File: config.mk
export PLATFORM = sky130hd
export DESIGN_NAME = paadd_pipe
export DESIGN_NICKNAME = d
export VERILOG_FILES = /design/src/rtl/paadd_pipe.sv
export SDC_FILE = /design/constraint.sdc
export NUM_CORES = 1
export LEC_CHECK = 0
export BUFFER_PORTS_ARGS = -buffer_cell sky130_fd_sc_hd__buf_2
export CAP_MARGIN = 10
export CORE_UTILIZATION = 40
export CTS_BUF_LIST = sky130_fd_sc_hd__clkbuf_16
export DETAILED_ROUTE_END_ITERATION = 16
export SKIP_CTS_REPAIR_TIMING = 1
export SKIP_LAST_GASP = 1
export SLEW_MARGIN = 30
export SYNTH_ARGS = -nofsm -noshare
export SYNTH_HDL_FRONTEND = slang
export SYNTH_SLANG_ARGS = --single-unit
File: constraint.sdc
create_clock -name clk -period 5.2 [get_ports clk]
set_clock_uncertainty 0.1 [all_clocks]
set_input_delay 0.78 -clock clk [delete_from_list [all_inputs] [get_ports clk]]
set_output_delay 0.78 -clock clk [all_outputs]
set_load 0.01 [all_outputs]
File: src/rtl/paadd_pipe.sv
// Pipelined WIDTH-bit adder computing {c,s} = a + b + ci, one CHUNK-bit ripple slice per stage.
// Valid/ready streaming with carry out and signed-overflow flag; one add accepted per cycle.
module paadd_pipe #(
   parameter int WIDTH = 8,
   parameter int CHUNK = 2
) (
   input  logic             clk,
   input  logic             rst_n,
   input  logic             in_valid,
   output logic             in_ready,
   input  logic [WIDTH-1:0] a,
   input  logic [WIDTH-1:0] b,
   input  logic             ci,
   output logic             out_valid,
   input  logic             out_ready,
   output logic [WIDTH-1:0] s,
   output logic             c,
   output logic             ovf
);
   localparam int STAGES = WIDTH / CHUNK;

   generate
      if (WIDTH % CHUNK != 0) begin : g_bad_cfg
         $error("paadd_pipe: WIDTH must be a multiple of CHUNK");
      end
   endgenerate

   // Handshake: a transfer happens on a rising edge where valid and ready are both high.
   // Every stage moves together on adv; a stalled output freezes the whole pipe, bubbles included.
   logic adv;

   logic [STAGES-1:0] v_q;
   logic [WIDTH-1:0]  a_q  [STAGES];
   logic [WIDTH-1:0]  b_q  [STAGES];
   logic [WIDTH-1:0]  s_q  [STAGES];
   logic              cy_q [STAGES];
   logic              ovf_q;

   logic [STAGES-1:0] v_in;
   logic [WIDTH-1:0]  a_in  [STAGES];
   logic [WIDTH-1:0]  b_in  [STAGES];
   logic [WIDTH-1:0]  s_in  [STAGES];
   logic [WIDTH-1:0]  s_nx  [STAGES];
   logic              cy_in [STAGES];
   logic              cy_nx [STAGES];
   logic [CHUNK:0]    slice;
   logic              ovf_nx;

   assign adv      = !v_q[STAGES-1] | out_ready;
   assign in_ready = adv;

   always_comb begin
      v_in[0]  = in_valid;
      a_in[0]  = a;
      b_in[0]  = b;
      s_in[0]  = '0;
      cy_in[0] = ci;
      for (int k = 1; k < STAGES; k++) begin
         v_in[k]  = v_q[k-1];
         a_in[k]  = a_q[k-1];
         b_in[k]  = b_q[k-1];
         s_in[k]  = s_q[k-1];
         cy_in[k] = cy_q[k-1];
      end
      slice  = '0;
      ovf_nx = 1'b0;
      // Stage k fills slice k of the sum; lower slices ride along unchanged.
      for (int k = 0; k < STAGES; k++) begin
         slice = {1'b0, a_in[k][k*CHUNK +: CHUNK]} + {1'b0, b_in[k][k*CHUNK +: CHUNK]}
               + {{CHUNK{1'b0}}, cy_in[k]};
         s_nx[k] = s_in[k];
         s_nx[k][k*CHUNK +: CHUNK] = slice[CHUNK-1:0];
         cy_nx[k] = slice[CHUNK];
      end
      // After the loop slice holds the top slice; recover the carry into the MSB from its sum bit.
      ovf_nx = (slice[CHUNK-1] ^ a_in[STAGES-1][WIDTH-1] ^ b_in[STAGES-1][WIDTH-1]) ^ slice[CHUNK];
   end

   always_ff @(posedge clk) begin
      if (!rst_n) begin
         v_q   <= '0;
         ovf_q <= 1'b0;
         for (int k = 0; k < STAGES; k++) begin
            a_q[k]  <= '0;
            b_q[k]  <= '0;
            s_q[k]  <= '0;
            cy_q[k] <= 1'b0;
         end
      end else if (adv) begin
         v_q <= v_in;
         for (int k = 0; k < STAGES; k++) begin
            if (v_in[k]) begin
               a_q[k]  <= a_in[k];
               b_q[k]  <= b_in[k];
               s_q[k]  <= s_nx[k];
               cy_q[k] <= cy_nx[k];
            end
         end
         if (v_in[STAGES-1]) begin
            ovf_q <= ovf_nx;
         end
      end
   end

   assign out_valid = v_q[STAGES-1];
   assign s         = s_q[STAGES-1];
   assign c         = cy_q[STAGES-1];
   assign ovf       = ovf_q;

endmodule

; Yosys cells after proc, flatten, opt, wreduce, memory -nomap -nowiden
; Memories as Yosys holds them, arrays and structs flattened.
; Cells that the tools add are included.
[op_classes]
magnitude_cmp = 0
eq_ne = 0
n_mul = 0
shifts = 0
bitwise = 20
addsub = 8
reduce_logical = 2
div_mod_pow = 0
n_mux = 33
[ops]
columns = cell, count
row1 = two-way mux 8 bit, 12
row2 = two-way mux 1 bit, 21
row3 = OR 1 bit, 17
row4 = adder 2 x 2 -> 3 bit, 4
row5 = adder 3 x 1 -> 3 bit, 4
row6 = XOR 1 bit, 3
row7 = AND reduction 2 bit, 1
row8 = zero test 1 bit, 1
[word_totals]
latchBits = 0
romBits = 0
inputBits = 21
ram_bits = 100
register_bits = 5
n_memories = 4
[memory_table]
columns = memory, words, word_bits, read_ports, rd_clocked_by_memory_dff, write_ports, line_no
row1 = a_q, 4, 8, 3, 0, 4, 33  ; logic [WIDTH-1:0] a_q [STAGES];
row2 = b_q, 4, 8, 3, 0, 4, 34  ; logic [WIDTH-1:0] b_q [STAGES];
row3 = s_q, 4, 8, 4, 0, 4, 35  ; logic [WIDTH-1:0] s_q [STAGES];
row4 = cy_q, 4, 1, 4, 0, 4, 36  ; logic cy_q [STAGES];

; Longest topological paths before layout
; Gate-level depths: netlist of run 1.
[logic_depth]
depth_word = 6
mapped_depth = 7
depth_no_buf = 7

; Worst setup path after synthesis of run 1
; OpenSTA, ideal clock, no wires.
[synth_timing]
kind = input-to-reg
startpoint = input port out_ready
endpoint = memory a_q[2][6], in the netlist a_q[0][22] (enable)
setup_time_ps = 391
stages = 3
arrival_ps = 1698
t_required_ps = 4709
n_path_buf = 1
slack_ps = 3012
cell_sequence = nor2b_4 -> buf_6 -> o21ai_0
[synth_rtl]
columns = item, line_no
row1 = from (decl), 15  ; input logic out_ready,
row2 = to (decl), 33

; Worst setup path after layout of run 1
[layout_timing]
startpoint = input port out_ready
endpoint = output port in_ready
[layout_between]
elab_chain_len = 1
[layout_rtl]
columns = item, line_no
row1 = OR 1 bit, 49  ; assign adv = !v_q[STAGES-1] | out_ready;
row2 = to (decl), 10  ; output logic in_ready,
; No other way between the ends.

==> run_results.csv, run 1 <==
group,metric,value,unit
global_routing,gr-total-overflow,0,
die,die_w,79.4,um
timing,slew_headroom,47.5,%
outcome,status,"finished, final reports clean",
pwr,peakVddDrop,0.215,mV
synthesis,synth-seq-area-share,63.1,%
setup_path,slowest_stage,"nor2b_4",
placement,place_congestion,0.712,
finish,stdcell_area,2730,sq um
synthesis,syn-num-nets,197,
timing,hold_viol,0,
setup_path,path_common_cell,"buf_2",
timing,max_freq,433,MHz
setup_path,start_kind,"primary input",
timing,min_period_over_period,44.4,%
cts,cts_buffer_depth,2,
synthesis,synth.distinct_cells,24,
setup_path,cp-end-kind,"primary output",
min_path,min-delay-start,"cy_q[2]$_DFF_P_",
finish,layout-drive-gt1-share,38.1,%
cts,clkSinkCount,53,
cts,cts_buffers,5,
global_routing,grt_pass1_vias,1229,
detailed_routing,drcViolationCount,0,
detailed_routing,drt-initial-drc-count,71,
cts,insertion_delay,280,ps
detailed_routing,detail-route-antenna-nets,0,
pwr,p_leak,1.12,nW
setup_path,crit_arrival,1430,ps
global_routing,antenna_found_initial,0,
global_routing,grt_usage,11.2,%
finish,nFillCells,509,
cts,clockRootBuffer,"clkbuf_16",
timing,min_period,2310,ps
die,fp-row-count,27,
setup_path,endpoint,"in_ready",
synthesis,syn_area,2400,sq um
timing,setup_viol,0,
die,ios,33,
detailed_routing,vias_per_cell,4.43,
timing,rsz0062_at_grt,"false",
synthesis,ys_ff_latch,53,
setup_path,rr_endpoint,"ovf$_SDFFE_PN0P_",
placement,portBuffers,32,
timing,tns,0,ps
timing,fin_hold_ws,400,ps
detailed_routing,drtPass1Iterations,4,
detailed_routing,avgRoutedWirePerCell,11.2,um
min_path,hold_path.class,"flop to flop",
cts,htree_levels,2,
synthesis,synth_warnings,0,
pwr,power.density,321,nW/um^2
detailed_routing,vias,1214,
flow_run,cap_violations,0,
die,die_h,79.4,um
setup_path,worstReg2RegStart,"a_q[0][22]$_SDFFCE_PN0P_",
placement,place_area,2590,sq um
finish,fin_util,48.4,%
finish,syn_to_final_growth,13.9,%
setup_path,crit_chain,"buf_2, nor2b_4, inv_4, buf_2",
global_routing,grt_max_degree,18,
setup_path,worstPathRequired,4320,ps
die,design.die.area,6300,sq um
setup_path,reg2regPathDepth,7,
detailed_routing,drt_wl_total,3070,um
synthesis,syn_inst,168,
min_path,hold_depth,2,
setup_path,slowest_delay,240,ps
cts,clkTransAtPathRegs,70,ps
finish,diodes,0,
cts,cts_tree,"done",
synthesis,postSynthAreaPerCell,14.3,sq um
timing,worst_pin_slew,782,ps
die,initial_core_util,42.5,%
setup_path,crit_fanout,17,
die,core_area,5640,sq um
placement,dpl.hpwl,2390,um
timing,drv_slew,0,
pwr,p_total,0.876,mW
setup_path,rrSetupSlack,3130,ps
global_routing,grt_pass1_wl,5310,um
setup_path,path_class,"primary input to primary output",
finish,num-nets-final,230,
setup_path,crit_path_start,"out_ready",
[Yosys cell counts]
library cell	number	area share [%]
xor2_1	2	0.73
nor2b_4	2	1.1
o31ai_1	1	0.31
nor3_4	1	0.68
and2_1	10	2.6
nand2_1	8	1.3
xnor2_1	1	0.37
fa_1	8	6.7
a311oi_2	2	1.3
nor2_1	8	1.3
or3_1	1	0.26
and2_4	28	10
nand3_1	5	1.0
edfxtp_1	45	56
o21ai_0	2	0.42
dfxtp_1	8	6.7
buf_6	4	1.9
buf_4	2	0.63
a311oi_1	1	0.37
and3_4	3	1.4
inv_4	1	0.26
a21oi_1	4	0.84
inv_2	1	0.16
inv_1	20	3.1
[per-layer routing]
layer	vias up	share of wire, %	global-route usage (%)
met2	30	55	21.8
met1	558	40	11.4
met4	0	0.68	4.36
met3	4	3.7	2.74
met5	-	0	0
li1	622	-	-
[cells in the final DEF (no fill, tap or decap)]
cell        instances
a311oi_2            2
inv_2               1
nand3_1             5
buf_2              32
o21ai_0             1
o31ai_1             1
clkbuf_16           5
inv_4               1
nor3_4              1
and2_4             28
nor2_1              8
and3_4              3
fa_1                8
and2_1             10
or3_1               1
a21oi_1             4
nand2_1             8
xnor2_1             1
inv_1              21
o21ai_1             1
a311oi_1            1
clkinvlp_4          2
xor2_1              2
edfxtp_1           45
dfxtp_1             8
nor2b_4             2
[where the power goes]
part	internal [mW]	switching [mW]	total, mW
clock network	0.176	0.136	0.312
registers	0.487	0.00770	0.495
logic	0.0304	0.0385	0.0690
[stage by stage]
step	setup slack, ps	cells
final	2890	274
after global routing	2840	274
after CTS	2890	274
after detailed placement	2890	266
after global placement	2830	266
after floorplan	3010	168
[worst max-delay path: cells and delay by family]
family        cells  cell delay (ps)
simple gates      1              240
buf+inv           3              400
[logic make-up after synthesis]
kind of cell / after synthesis / share of synthesized area (%)
simple gates: 66 / 19.9
fa+ha+maj: 8 / 6.68
buf+inv: 28 / 6.06
flops: 53 / 63.1
xor+xnor: 3 / 1.10
compound gates: 10 / 3.19
[cell type report]
class	count	area (sq um)	area share, %
tap	72	90.1	3.30
inverter	22	85.1	3.12
timing repair buffer	32	160	5.87
clock buffer	5	125	4.58
clock inverter	3	18.8	0.687
multi-input combinational	87	739	27.1
sequential	53	1510	55.4
[registers in the layout, summed over array words and instances (netlist names)]
name and cells:
b_q 12, s_q 20, cy_q 4, ovf 1
a_q 12, v_q 4
[worst min path at each step]
stage	slack [ps]	to
after floorplan	350	cy_q[2]$_DFF_P_
after global placement	380	cy_q[2]$_DFF_P_
after detailed placement	400	cy_q[2]$_DFF_P_
after CTS	410	cy_q[2]$_DFF_P_
after global routing	440	s_q[2][1]$_SDFFCE_PN0P_
final	400	cy_q[2]$_DFF_P_
No activity file was read; power rests on OpenSTA's default activity.
==> inputs of run 2 (changes only) <==
==> constraint.sdc (replaced) <==
create_clock -name clk -period 2.1 [get_ports clk]
set_clock_uncertainty 0.1 [all_clocks]
set_input_delay 0.315 -clock clk [delete_from_list [all_inputs] [get_ports clk]]
set_output_delay 0.315 -clock clk [all_outputs]
set_load 0.01 [all_outputs]
==> run 2 against run 1 <==
Non-clock buffer count up 2. Clock power up 140%. Global-route usage up 1.1 points. First-iteration DRC count down 37%. Sequential share of layout area down 0.18 points. Final cell count up 0.73%. Core utilization up 0.20 points. Worst hold slack worse by 190 ps. Design area up 0.41%. Clock-buffer cell count unchanged. Largest cell class unchanged. Highest routed layer unchanged.
==> run_results.csv, run 2 (same netlist as run 1, synthesis figures left out) <==
group,metric,value,unit
detailed_routing,vias,1254,
global_routing,grt_usage,12.3,%
placement,place_congestion,0.696,
timing,rsz0062_at_grt,"false",
timing,hold_viol,0,
timing,setup_viol,0,
placement,dpl.hpwl,2510,um
pwr,peakVddDrop,0.396,mV
outcome,status,"finished, final reports clean",
pwr,power_frac_seq,56.9,%
pwr,p_switching,0.439,mW
cts,htree_levels,2,
finish,diodes,0,
setup_path,crit_arrival,2090,ps
placement,placed_cells_incl_taps,267,
placement,portBuffers,32,
min_path,hold_path.class,"primary input to flop",
pwr,p_total,2.15,mW
detailed_routing,drt_wl_total,3230,um
cts,insertion_delay,290,ps
global_routing,grt_max_degree,18,
timing,min_period,1990,ps
finish,regMostFlops,"s_q",
finish,syn_to_final_growth,14.4,%
setup_path,cp-end-kind,"flop",
finish,layout-drive-gt1-share,39.2,%
detailed_routing,drcViolationCount,0,
global_routing,grt_pass1_wl,5740,um
cts,clockRootBuffer,"clkbuf_16",
global_routing,antenna_found_initial,0,
cts,clkSinkCount,53,
timing,setup_slack,115,ps
setup_path,crit_chain,"inv_1, fa_2, inv_2, fa_1, xor2_1, xnor2_1, a311oi_2",
detailed_routing,avgRoutedWirePerCell,11.7,um
cts,cts_tree,"done",
cts,cts_buffer_depth,2,
pwr,p_comb_share,8.2,%
detailed_routing,drt-initial-drc-count,45,
pwr,p_leak,1.14,nW
global_routing,grt_pass1_vias,1317,
global_routing,use_met3,5.14,%
setup_path,slowest_delay,440,ps
global_routing,gr-total-overflow,0,
global_routing,met1_usage,11.6,%
setup_path,start_kind,"flop",
global_routing,grt-busiest-layer,"met2",
cts,clkTransAtPathRegs,60,ps
pwr,pwr-share-clk,34.9,%
setup_path,crit_fanout,2,
finish,final_common_cell,"edfxtp_1",
finish,layout_common_cells,"edfxtp_1 (45), buf_2 (32), and2_4 (28)",
finish,top_regs,"s_q x20, a_q x12, b_q x12",
die,ios,33,
setup_path,path_class,"flop to flop",
timing,worst_pin_slew,556,ps
finish,largest_register_ffs,20,
timing,tns,0,ps
setup_path,rrSetupSlack,110,ps
timing,max_freq,504,MHz
global_routing,grtUsageMet2,24.0,%
die,die_w,79.4,um
placement,place_ws,25.5,ps
pwr,intPower,1.72,mW
finish,final_cells,276,
die,design.die.area,6300,sq um
detailed_routing,detail-route-antenna-nets,0,
finish,nFillCells,525,
timing,drv_slew,0,
die,core_area,5640,sq um
die,die_h,79.4,um
setup_path,worstPathRequired,2200,ps
flow_run,cap_violations,0,
finish,num-nets-final,232,
die,initial_core_util,42.5,%
timing,min_period_over_period,94.5,%
pwr,swShare,20.4,%
setup_path,slowest_stage,"fa_1",
die,fp-row-count,27,
detailed_routing,vias_per_cell,4.54,
timing,slew_headroom,62.8,%
pwr,power.density,786,nW/um^2
detailed_routing,drtPass1Iterations,4,
cts,cts_buffers,5,
run 2: path summary, 6_finish.rpt:
check	cells past startpoint	end	startpoint
setup reg to reg	7	ovf$_SDFFE_PN0P_	cy_q[2]$_DFF_P_
setup / recovery	7	ovf$_SDFFE_PN0P_	cy_q[2]$_DFF_P_
hold / removal	2	b_q[0][2]$_SDFFCE_PN0P_	b[2]
hold reg to reg	2	cy_q[2]$_DFF_P_	cy_q[2]$_DFF_P_
run 2: final cells by class:
type | count | area [sq um] | share of cell area (%)
Clock buffer | 5 | 125 | 4.56
Clock inverter | 3 | 11.3 | 0.411
Inverter | 22 | 85.1 | 3.10
Multi-Input combinational cell | 87 | 742 | 27.1
Sequential cell | 53 | 1510 | 55.2
Tap cell | 72 | 90.1 | 3.29
Timing Repair Buffer | 34 | 175 | 6.39
run 2: through the flow:
step                utilization [%]  cell area (sq um)  hold slack, ps
floorplan                         -               2400             331
global placement               46.0               2590             377
detailed placement             46.0               2590             378
CTS                            48.4               2730             206
global route                   48.6               2740             208
finish                         48.6               2740             207
run 2: per-layer routing:
layer,up-vias,share of wire [%]
met5,-,0
met4,0,1.1
met3,7,5.4
met2,32,58
met1,591,35
li1,624,-
run 2: critical path, delay by kind of cell, from the launching register on:
family | cells | cell delay, ps
adder cells (fa/ha/maj) | 2 | 820
flip-flops | 1 | 320
XOR/XNOR | 2 | 310
AO/OA/AOI/OAI | 1 | 220
buffers and inverters | 2 | 110
run 2: power groups by stage:
stage	Clock, mW	Sequential, mW	Combinational, mW
final	0.751	1.23	0.177
after global routing	0.818	1.23	0.200
after CTS	0.776	1.23	0.176
after detailed placement	0	1.25	0.176
after global placement	0	1.25	0.167
after floorplan	0	1.25	0.118
